$ cat config.mk
export PLATFORM = sky130hd
export DESIGN_NAME = instr_fetch_ctrl
export DESIGN_NICKNAME = d
export VERILOG_FILES = /design/src/rtl/instr_pkg.sv /design/src/rtl/up_down_cnt.sv /design/src/rtl/instr_fetch_ctrl.sv
export SDC_FILE = /design/constraint.sdc
export NUM_CORES = 1
export LEC_CHECK = 0
export ABC_AREA = 0
export CELL_PAD_IN_SITES_DETAIL_PLACEMENT = 0
export CELL_PAD_IN_SITES_GLOBAL_PLACEMENT = 1
export CORE_AREA = 2 2 419 421
export DETAILED_ROUTE_END_ITERATION = 6
export DIE_AREA = 0 0 421 423
export PLACE_DENSITY_LB_ADDON = 0.25
export SLEW_MARGIN = 20
export SYNTH_ARGS = -nofsm -noshare
export SYNTH_HDL_FRONTEND = slang
export SYNTH_SLANG_ARGS = --single-unit
$ cat constraint.sdc
create_clock -name clk -period 3 [get_ports clk]
set_input_delay 0.6 -clock clk [delete_from_list [all_inputs] [get_ports clk]]
set_output_delay 0.6 -clock clk [all_outputs]
set_load 0.005 [all_outputs]
$ cat src/rtl/instr_pkg.sv
// Shared types and defaults for the instruction fetch controller.
package instr_pkg;

    localparam int FIFO_DEPTH_DEF = 4;

    typedef enum logic [1:0] {
        ST_IDLE,
        ST_FETCH,
        ST_DRAIN,
        ST_DONE
    } fetch_state_t;

endpackage

$ cat src/rtl/up_down_cnt.sv
// Saturating up/down counter used to track instruction FIFO credits.
module up_down_cnt #(
    parameter int MAX  = 4,
    parameter int INIT = MAX,
    parameter int W    = $clog2(MAX + 1)
) (
    input  logic         clk,
    input  logic         rst,
    input  logic         inc,
    input  logic         dec,
    output logic [W-1:0] count
);

    logic [W-1:0] count_q;
    logic [W-1:0] count_d;

    // Simultaneous inc and dec cancel; the range is held to 0..MAX.
    always_comb begin
        count_d = count_q;
        if (inc && !dec && (count_q != W'(MAX))) begin
            count_d = count_q + 1'b1;
        end else if (dec && !inc && (count_q != '0)) begin
            count_d = count_q - 1'b1;
        end
    end

    always_ff @(posedge clk) begin
        if (!rst) begin
            count_q <= W'(INIT);
        end else begin
            count_q <= count_d;
        end
    end

    assign count = count_q;

endmodule

$ cat src/rtl/instr_fetch_ctrl.sv
// Issues line-read requests for a program, bounded by downstream FIFO credit.
//   state    | meaning
//   IDLE     | waiting for start
//   FETCH    | issuing requests while credit allows
//   DRAIN    | waiting for outstanding responses
//   DONE     | one-cycle completion pulse
module instr_fetch_ctrl
    import instr_pkg::*;
#(
    parameter int WORD_LEN         = 32,
    parameter int INSTR_FIFO_WIDTH = 16,
    parameter int ADDR_W           = 16,
    parameter int FIFO_DEPTH       = FIFO_DEPTH_DEF
) (
    input  logic                                 clk,
    input  logic                                 rst,
    input  logic                                 start,
    input  logic [ADDR_W-1:0]                    base_addr,
    input  logic [ADDR_W-1:0]                    n_lines,
    input  logic                                 abort,
    output logic                                 busy,
    output logic                                 done,
    output logic                                 aborted,
    output logic                                 mem_req_vld,
    input  logic                                 mem_req_rdy,
    output logic [ADDR_W-1:0]                    mem_req_addr,
    input  logic                                 mem_rsp_vld,
    input  logic [INSTR_FIFO_WIDTH*WORD_LEN-1:0] mem_rsp_data,
    output logic                                 fifo_push,
    output logic [INSTR_FIFO_WIDTH*WORD_LEN-1:0] fifo_push_data,
    input  logic                                 fifo_pop
);

    localparam int CNT_W = $clog2(FIFO_DEPTH + 1);

    fetch_state_t      state_q, state_d;
    logic [ADDR_W-1:0] base_q, base_d;
    logic [ADDR_W-1:0] n_lines_q, n_lines_d;
    logic [ADDR_W-1:0] req_cnt_q, req_cnt_d;
    logic [CNT_W-1:0]  outst_q, outst_d;
    logic              busy_q, busy_d;
    logic              done_q, done_d;
    logic              aborted_q, aborted_d;
    logic [CNT_W-1:0]  credit;
    logic              req_acc;

    assign mem_req_vld    = (state_q == ST_FETCH) && (credit != '0) && !abort;
    assign mem_req_addr   = base_q + req_cnt_q;
    assign req_acc        = mem_req_vld && mem_req_rdy;
    assign fifo_push      = mem_rsp_vld;
    assign fifo_push_data = mem_rsp_data;

    up_down_cnt #(
        .MAX  (FIFO_DEPTH),
        .INIT (FIFO_DEPTH),
        .W    (CNT_W)
    ) u_credit (
        .clk   (clk),
        .rst   (rst),
        .inc   (fifo_pop),
        .dec   (req_acc),
        .count (credit)
    );

    always_comb begin
        state_d   = state_q;
        base_d    = base_q;
        n_lines_d = n_lines_q;
        req_cnt_d = req_cnt_q;
        aborted_d = aborted_q;

        unique case ({req_acc, mem_rsp_vld})
            2'b10:   outst_d = outst_q + 1'b1;
            2'b01:   outst_d = outst_q - 1'b1;
            default: outst_d = outst_q;
        endcase

        if (req_acc) begin
            req_cnt_d = req_cnt_q + 1'b1;
        end

        case (state_q)
            ST_IDLE: begin
                if (start) begin
                    aborted_d = 1'b0;
                    if (n_lines != '0) begin
                        state_d   = ST_FETCH;
                        base_d    = base_addr;
                        n_lines_d = n_lines;
                        req_cnt_d = '0;
                        outst_d   = '0;
                    end else begin
                        state_d = ST_DONE;
                    end
                end
            end
            ST_FETCH: begin
                if (abort) begin
                    state_d   = ST_DRAIN;
                    aborted_d = 1'b1;
                end else if (req_acc && (req_cnt_d == n_lines_q)) begin
                    state_d = ST_DRAIN;
                end
            end
            // Looking at the post-update count lets DONE follow the last response directly.
            ST_DRAIN: begin
                if (outst_d == '0) begin
                    state_d = ST_DONE;
                end
            end
            ST_DONE: begin
                state_d = ST_IDLE;
            end
            default: begin
                state_d = ST_IDLE;
            end
        endcase

        busy_d = (state_d != ST_IDLE);
        done_d = (state_d == ST_DONE);
    end

    always_ff @(posedge clk) begin
        if (!rst) begin
            state_q   <= ST_IDLE;
            base_q    <= '0;
            n_lines_q <= '0;
            req_cnt_q <= '0;
            outst_q   <= '0;
            busy_q    <= 1'b0;
            done_q    <= 1'b0;
            aborted_q <= 1'b0;
        end else begin
            state_q   <= state_d;
            base_q    <= base_d;
            n_lines_q <= n_lines_d;
            req_cnt_q <= req_cnt_d;
            outst_q   <= outst_d;
            busy_q    <= busy_d;
            done_q    <= done_d;
            aborted_q <= aborted_d;
        end
    end

    assign busy    = busy_q;
    assign done    = done_q;
    assign aborted = aborted_q;

    // Protocol checks on the memory and FIFO sides.
    a_rsp_without_req: assert property (@(posedge clk) disable iff (!rst)
        !(mem_rsp_vld && (outst_q == '0)));
    a_pop_at_full_credit: assert property (@(posedge clk) disable iff (!rst)
        !(fifo_pop && (credit == CNT_W'(FIFO_DEPTH))));
    a_outst_overflow: assert property (@(posedge clk) disable iff (!rst)
        !(outst_q > CNT_W'(FIFO_DEPTH)));

endmodule

==> out/results.ini, run 1 <==
[status]
outcome=finished, violations left
violations=setup timing

[floorplan]
die-area_sq_mm=0.178
io_pins=1084
die_y_um=423
start_util_pct=4.28
core_sq_mm=0.173
rows=153
die_w_um=421

[route]
drt_iter0_drc=226
drc=0
final_antenna_net_count=0
routed_wl_mm=48.2
viasPerCell=1.56
wl_per_cell_um=16.7
dr.pass1.iters=4
vias=4492

[synth]
yosys.area.top_type=buf_4
syn_nets=1488
async_flop_share_pct=0
synth_area_leaders=buf_4, dfxtp_1, mux2i_1, xnor2_1, nor2_1
syn_area_sq_mm=0.00741
synth-simple-area-share_pct=11.6
seq_area_frac_synth_pct=15.9
synthMuxAreaShare_pct=4.73
synth_edf_count=0
yosysUniqueCellTypes=60
yosysWarningCount=0
synth_top_flop_cell=dfxtp_1
synthAdderAreaFrac_pct=3.68
synth-compound-area-share_pct=5.25
synth_top_family_by_area=buffers and inverters
syn_inst=917
ys_ff_latch=59
syn_avg_cell_area_sq_um=8.08
synth_top_area_share_pct=51.9
yosysMostFrequentCell=buf_4
synthTopCellsByCount=buf_4, nor2_1, dfxtp_1
synthXorXnorAreaFrac_pct=5.15

[grt]
antenna_found_initial=5
grt_pass1_vias=4803
grt_pass1_wl_mm=58.6
grt_use_total_pct=5.17
gr-total-overflow=0
grt_max_degree=36

[power]
peakVddDrop_v=0.000228
p_total_mw=2.75
p_leak_nw=2.45
power_density_mw_per_mm2=332

[sta]
fin_crit_ps=3410
setup_viol=6
slew_viol_final=0
max_freq_mhz=293
final.setup.worst_slack_ps=-410
worstMarginPinSlew_ps=513
fin_skew_ps=8.71
finalHoldViolCount=0
slew_headroom_pct=64.9
rsz0062_at_grt=yes
period_share_pct=114
finalSetupTns_ps=-1440

[cts]
clock_path_buffers=2
clkTransAtPathRegs_ps=50
cts.sinks=59
cts_buffers=9
ctsHoldBuffers=0
insertion_delay_ps=330
root_buffer=clkbuf_16
htree_levels=3
cts_tree=built

[cells_and_area]
diodes=0
drive_above_1_share_pct=27.6
final_nets=1121
utilization_pct=4.78
stdcell_count=2880
areaGrowthSynthToFinish_pct=11.6

[worst_setup_path]
arrival_ps=2810
worstPathCellList=ha_4 > a211o_1 > o211ai_1 > a211oi_2 > nor3_4 > nor3_2 > buf_4 > o211a_1 > a211oi_2 > buf_4 > buf_12
worstSetupPathType=flop to output port
cp.required_ps=2400
startpoint_type=flop
crit_fanout=3
slowest_delay_ps=340
critPathSlowestCell=dfxtp_2
cp-end-kind=output port

[place]
dp_cells=2862
gp_congestion=0.647
port_buffers=59
dpl.hpwl_mm=42.8

[run]
drv_cap=0

[worst_hold_path]
hp-class=flop to flop

## final timing paths
path,startpoint,endpoint,slack (ps),cells past startpoint
setup reg to reg,state_q[0]$_SDFF_PN0_,state_q[0]$_SDFF_PN0_,210,9
hold / removal,base_q[10]$_SDFFE_PN0P_,base_q[10]$_SDFFE_PN0P_,500,2
hold reg to reg,base_q[10]$_SDFFE_PN0P_,base_q[10]$_SDFFE_PN0P_,500,2
setup / recovery,req_cnt_q[1]$_SDFF_PN0_,mem_req_addr[15],-410,11
## cell type report
type / instances / area (sq um)
tap: 2325 / 2910
inverter: 15 / 56.3
fill: 20500 / 165000
sequential: 59 / 1180
timing repair buffer: 150 / 1380
clock buffer: 12 / 256
clock inverter: 4 / 72.6
multi-input combinational: 315 / 2420
## worst max-delay path, delay by kind of cell, from the launching register on
kind	cells	cell delay (ps)
flip-flops	1	340
adder cells (fa/ha/maj)	1	240
buffers and inverters	3	450
AO/OA/AOI/OAI	5	1100
AND/OR/NAND/NOR	2	330
## report_power, final
| part | switching, mW | total [mW] | leakage (nW) | internal (mW) |
|---|---|---|---|---|
| sequential | 0.0624 | 0.908 | 0.484 | 0.845 |
| combinational | 0.326 | 0.665 | 1.81 | 0.340 |
| clock | 0.402 | 1.17 | 0.159 | 0.772 |
| total | 0.790 | 2.75 | 2.45 | 1.96 |
## per-layer routing
metal	vias up	global-route usage, %	routed length, um
met5	-	1.99	448
met4	12	2.21	1980
met3	160	6.27	12100
met2	650	7.75	21400
met1	1931	3.78	12300
li1	1739	-	-
## cell usage in the layout (no fill, tap or decap), types with 9 or more instances in the layout
cell type        count
clkdlybuf4s50_1     45
nand2_1             15
inv_1               13
ha_1                15
nand3_1             15
mux2i_1             35
clkbuf_16            9
a21oi_1             11
buf_4               84
nor2_1              64
buf_12              11
o21ai_0              9
dfxtp_1             56
xnor2_1             28
## per-stage QoR
stage / area [sq um] / setup slack (ps) / hold WS, ps
3_3_place_gp: 7810 / -938 / 489
3_5_place_dp: 7810 / -609 / 495
5_1_grt: 8280 / -608 / 545
2_1_floorplan: 7410 / 399 / 465
6_report: 8280 / -410 / 503
4_1_cts: 8230 / -608 / 508
## repair_timing
item | in CTS | in global routing
gates resized for setup | 41 | 10
pin swaps | 19 | 6
setup endpoints to repair | 15 | 10
setup buffers | 3 | 0
## kinds of logic after synthesis
logic type | Yosys count
adders and majority gates | 20
buffers and inverters | 543
and+or+nand+nor | 163
AOI/OAI and AO/OA | 55
xor gates and xnor gates | 42
DFF | 59
muxes | 35
## state kept, by name (all words and copies together), names as in the netlist
register,flops
base_q,16
state_q,2
aborted,1
outst_q,3
done,1
busy,1
req_cnt_q,16
u_credit.count,3
n_lines_q,16
Note: power is estimated with default switching activity, not from simulation.
==> inputs of run 2 (changes only) <==
GPL_TIMING_DRIVEN = 0   (was default)
==> run 2 against run 1 <==
  * The flow still finishes with violations (setup timing)
  * Non-clock buffer count is 962 higher
  * Maximum frequency is 8.8% higher
  * Clock skew is 7.3 ps higher
  * Global-route usage is 1.1 points higher
  * Worst hold slack worse by 2.1 ps
  * Count of clock-buffer cells in the layout is 1 lower
  * Routed wire length is 24% higher
  * Register-to-register slack worse by 20 ps
  * Worst setup slack better by 280 ps
  * Largest cell class is now buffers
==> out/results.ini, run 2 (same netlist as run 1, synthesis figures left out) <==
[cells_and_area]
reg_top3=base_q (16), n_lines_q (16), req_cnt_q (16)
mostFrequentLayoutCells=clkdlybuf4s50_1, buf_4, nor2_1
areaGrowthSynthToFinish_pct=126
mostFrequentLayoutCell=clkdlybuf4s50_1
final_nets=2083
utilization_pct=9.65
drive_above_1_share_pct=40.0

[floorplan]
io_pins=1084
die-area_sq_mm=0.178
core_sq_mm=0.173
rows=153
die_w_um=421
start_util_pct=4.28
die_y_um=423

[cts]
cts.sinks=59
htree_levels=3
clkTransAtPathRegs_ps=70
ctsHoldBuffers=0
cts_buffers=9
clock_path_buffers=2
cts_tree=built
insertion_delay_ps=360
root_buffer=clkbuf_16

[route]
dr.pass1.iters=4
viasPerCell=2.00
vias=7700
wl_per_cell_um=15.5
drt_iter0_drc=212
final_antenna_net_count=0
drc=0
routed_wl_mm=59.6

[worst_setup_path]
cp.required_ps=2400
arrival_ps=2530
cp-end-kind=output port
worstPathCellList=ha_1 > or3_1 > o21ai_1 > nor3_4 > o211a_1 > a211oi_2 > buf_6
critPathSlowestCell=dfxtp_1
startpoint_type=flop
worstSetupPathType=flop to output port
path_buf_inv=1
slowest_delay_ps=460
crit_fanout=5
path_delay_family=compound AO/OA/AOI/OAI gates
r2r_slack_ps=190

[grt]
grt_pass1_wl_mm=75.2
grt_use_total_pct=6.23
antenna_found_initial=31
grt_max_degree=11
grt_pass1_vias=7768
gr-total-overflow=0

[sta]
setup_viol=5
period_share_pct=104
max_freq_mhz=319
worstMarginPinSlew_ps=700
finalHoldViolCount=0
final.setup.worst_slack_ps=-134
slew_headroom_pct=53.4
fin_skew_ps=16.0
fin_crit_ps=3130
rsz0062_at_grt=yes
slew_viol_final=0

[run]
drv_cap=0

[status]
violations=setup timing
outcome=finished, violations left

[power]
p_total_mw=4.17
power_density_mw_per_mm2=249
peakVddDrop_v=0.000239
p_leak_nw=6.58

[place]
gp_congestion=0.819
port_buffers=570
dpl.hpwl_mm=54.9

[worst_hold_path]
hp-class=flop to flop

run 2: cell type report:
type	instances	area [sq um]
clock inverters	5	100
multi-input cells	315	2470
well taps	2325	2910
clock buffers	11	243
plain buffers	527	3920
fillers	20000	157000
inverters	15	58.8
diodes	3	7.51
repair buffers	585	5820
flip-flops and latches	59	1190
run 2: metal layers:
layer / track usage [%] / wire (um)
met1: 7.48 / 24100
met2: 11.3 / 30800
met3: 1.38 / 3290
met4: 1.27 / 1330
met5: 0 / 79
run 2: repair_timing:
| item | CTS | global route |
|---|---|---|
| setup buffers | 14 | 1 |
| gates cloned | 0 | 0 |
| pin swaps | 19 | 14 |
| setup endpoints to repair | 57 | 23 |
| resized for setup | 88 | 22 |
run 2: through the flow:
step	TNS, ps	cells	cell area, sq um	worst slack (ps)	hold slack, ps
floorplan	0	917	7410	399	465
global placement	-36750	3812	16000	-1090	485
detailed placement	-37080	3812	16000	-1140	491
CTS	-926	3842	16700	-244	503
global route	-1220	3843	16700	-287	525
finish	-365	3845	16700	-134	501
run 2: worst min-delay path: stages, from the launching register on:
cell and delay (ps):
dfxtp_1 320, o21ai_0 70, a21oi_1 60
run 2: worst paths after layout:
kind                                end                    start  cells past startpoint
setup / recovery       mem_req_addr[15]  req_cnt_q[9]$_SDFF_PN0_                      7
hold / removal     aborted$_SDFFE_PN0P_     aborted$_SDFFE_PN0P_                      2
setup reg to reg  outst_q[2]$_SDFF_PN0_    state_q[1]$_SDFF_PN0_                     15
hold reg to reg    aborted$_SDFFE_PN0P_     aborted$_SDFFE_PN0P_                      2
run 2: power breakdown:
part,internal (mW),total (mW),switching [mW],leakage [nW]
Combinational,1.27,2.00,0.724,5.93
Clock,0.832,1.27,0.433,0.170
Sequential,0.844,0.905,0.0611,0.486
==> inputs of run 3 (changes only) <==
clock period = 2.9 ns   (was 3 ns; I/O delays follow)
==> run 3 against run 2 <==
  * The run still ends with setup timing left
  * Clock power increased by 3%
  * Largest cell class unchanged
  * Highest routed layer unchanged
  * Sequential cell count unchanged
  * Cell count about the same
  * Core utilization about the same
  * Design area is 0.35% higher
  * Register-to-register slack better by 30 ps
  * Critical path type unchanged
  * First-iteration DRC count decreased by 22%
  * Worst setup slack lost 77 ps
  * Via count is 0.13% higher
  * Global-route usage is essentially flat
==> out/results.ini, run 3 (same netlist as run 1, synthesis figures left out) <==
[floorplan]
io_pins=1084
die_w_um=421
rows=153
core_sq_mm=0.173
die-area_sq_mm=0.178
die_y_um=423
start_util_pct=4.28

[cts]
ctsHoldBuffers=0
htree_levels=3
cts.sinks=59
root_buffer=clkbuf_16
insertion_delay_ps=360
clkTransAtPathRegs_ps=70
clock_path_buffers=2
cts_buffers=9
cts_tree=built

[worst_hold_path]
hp-class=flop to flop
worstHoldEndpoint=aborted$_SDFFE_PN0P_
hold_depth=2
hold_start=aborted$_SDFFE_PN0P_

[worst_setup_path]
cp.required_ps=2320
arrival_ps=2530
rr_worst_depth=8
startpoint_type=flop
reg2reg_from=u_credit.count[2]$_SDFFE_PN1P_
startpoint=req_cnt_q[9]$_SDFF_PN0_
cp-end-kind=output port
worstSetupPathType=flop to output port
r2r_end=done$_SDFF_PN0_
crit_fanout=5
r2r_slack_ps=220

[sta]
holdWs_ps=502
fin_crit_ps=3110
finalSetupTns_ps=-785
final.setup.worst_slack_ps=-211
finalHoldViolCount=0
rsz0062_at_grt=yes
slew_headroom_pct=52.9
worstMarginPinSlew_ps=707
period_share_pct=107
setup_viol=5
fin_skew_ps=16.0
slew_viol_final=0
max_freq_mhz=321

[grt]
grt_pass1_vias=7768
use_met3_pct=1.38
grt_pass1_wl_mm=75.2
gr-total-overflow=0
antenna_found_initial=31
grt_use_total_pct=6.23
use_met1_pct=7.48
grt-busiest-layer=met2
met2_usage_pct=11.3
grt_max_degree=11

[route]
drc=0
dr.pass1.iters=4
viasPerCell=2.00
wl_per_cell_um=15.5
routed_wl_mm=59.7
vias=7710
final_antenna_net_count=0
drt_iter0_drc=165

[place]
dpl.hpwl_mm=54.9
port_buffers=570
dp_cells=3812
gp_congestion=0.819

[cells_and_area]
final_nets=2084
mostFrequentLayoutCell=clkdlybuf4s50_1
areaGrowthSynthToFinish_pct=126
drive_above_1_share_pct=40.8
utilization_pct=9.69
reg_top3=base_q (16), n_lines_q (16), req_cnt_q (16)
stdcell_count=3847
mostFrequentLayoutCells=clkdlybuf4s50_1, buf_4, nor2_1

[power]
p_total_mw=4.32
power_density_mw_per_mm2=257
peakVddDrop_v=0.000247
p_leak_nw=6.58

[status]
outcome=finished, violations left
violations=setup timing

[run]
drv_cap=0

[run 3: cell count changes in the layout (fill, tap and decap cells not counted), moves of 2 or more]
cell / previous run / this run
clkdlybuf4s15_1: 0 / 2
dlygate4sd2_1: 6 / 3
buf_4: 528 / 530
xor2_2: 0 / 2
xor2_1: 10 / 8
[run 3: cell type report]
class / count / area [sq um]
timing repair buffer: 587 / 5830
inverter: 15 / 58.8
antenna: 4 / 10.0
clock inverter: 5 / 100
tap: 2325 / 2910
buffer: 526 / 3920
sequential: 59 / 1200
multi-input combinational: 315 / 2520
fill: 20000 / 156000
clock buffer: 11 / 243
[run 3: timing repair]
item | in CTS | in global routing
pin swaps | 19 | 22
buffers inserted | 14 | 3
resized for setup | 98 | 33
setup endpoints to repair | 57 | 15
[run 3: critical path: stages (launching register included)]
cell and delay (ps):
dfxtp_1 460, ha_1 340, or3_1 360, o21ai_1 240
nor3_4 90, o211a_1 220, a211oi_2 260, buf_6 190
[run 3: worst max path at each step]
| stage | slack, ps | end | cells after the start |
|---|---|---|---|
| after CTS | -320 | mem_req_addr[12] | 11 |
| after detailed placement | -1220 | mem_req_addr[15] | 9 |
| after global placement | -1170 | mem_req_addr[15] | 9 |
| after floorplan | 320 | mem_req_addr[15] | 8 |
| final | -210 | mem_req_addr[15] | 7 |
| after global routing | -370 | mem_req_addr[15] | 10 |
[run 3: where the power goes]
part	switching (mW)	internal [mW]	leakage, nW
Combinational	0.749	1.32	5.92
Clock	0.445	0.861	0.170
Sequential	0.0684	0.873	0.486
[run 3: per-layer routing]
| metal | vias up | share of wire, % |
|---|---|---|
| met2 | 407 | 52 |
| li1 | 3672 | - |
| met3 | 67 | 5.2 |
| met1 | 3552 | 41 |
| met4 | 12 | 2.3 |
| met5 | - | 0.12 |
[run 3: through the flow]
| step | worst slack [ps] | instance area (sq um) |
|---|---|---|
| floorplan | 319 | 7410 |
| global placement | -1170 | 16000 |
| detailed placement | -1220 | 16000 |
| CTS | -324 | 16700 |
| global route | -367 | 16800 |
| finish | -211 | 16800 |
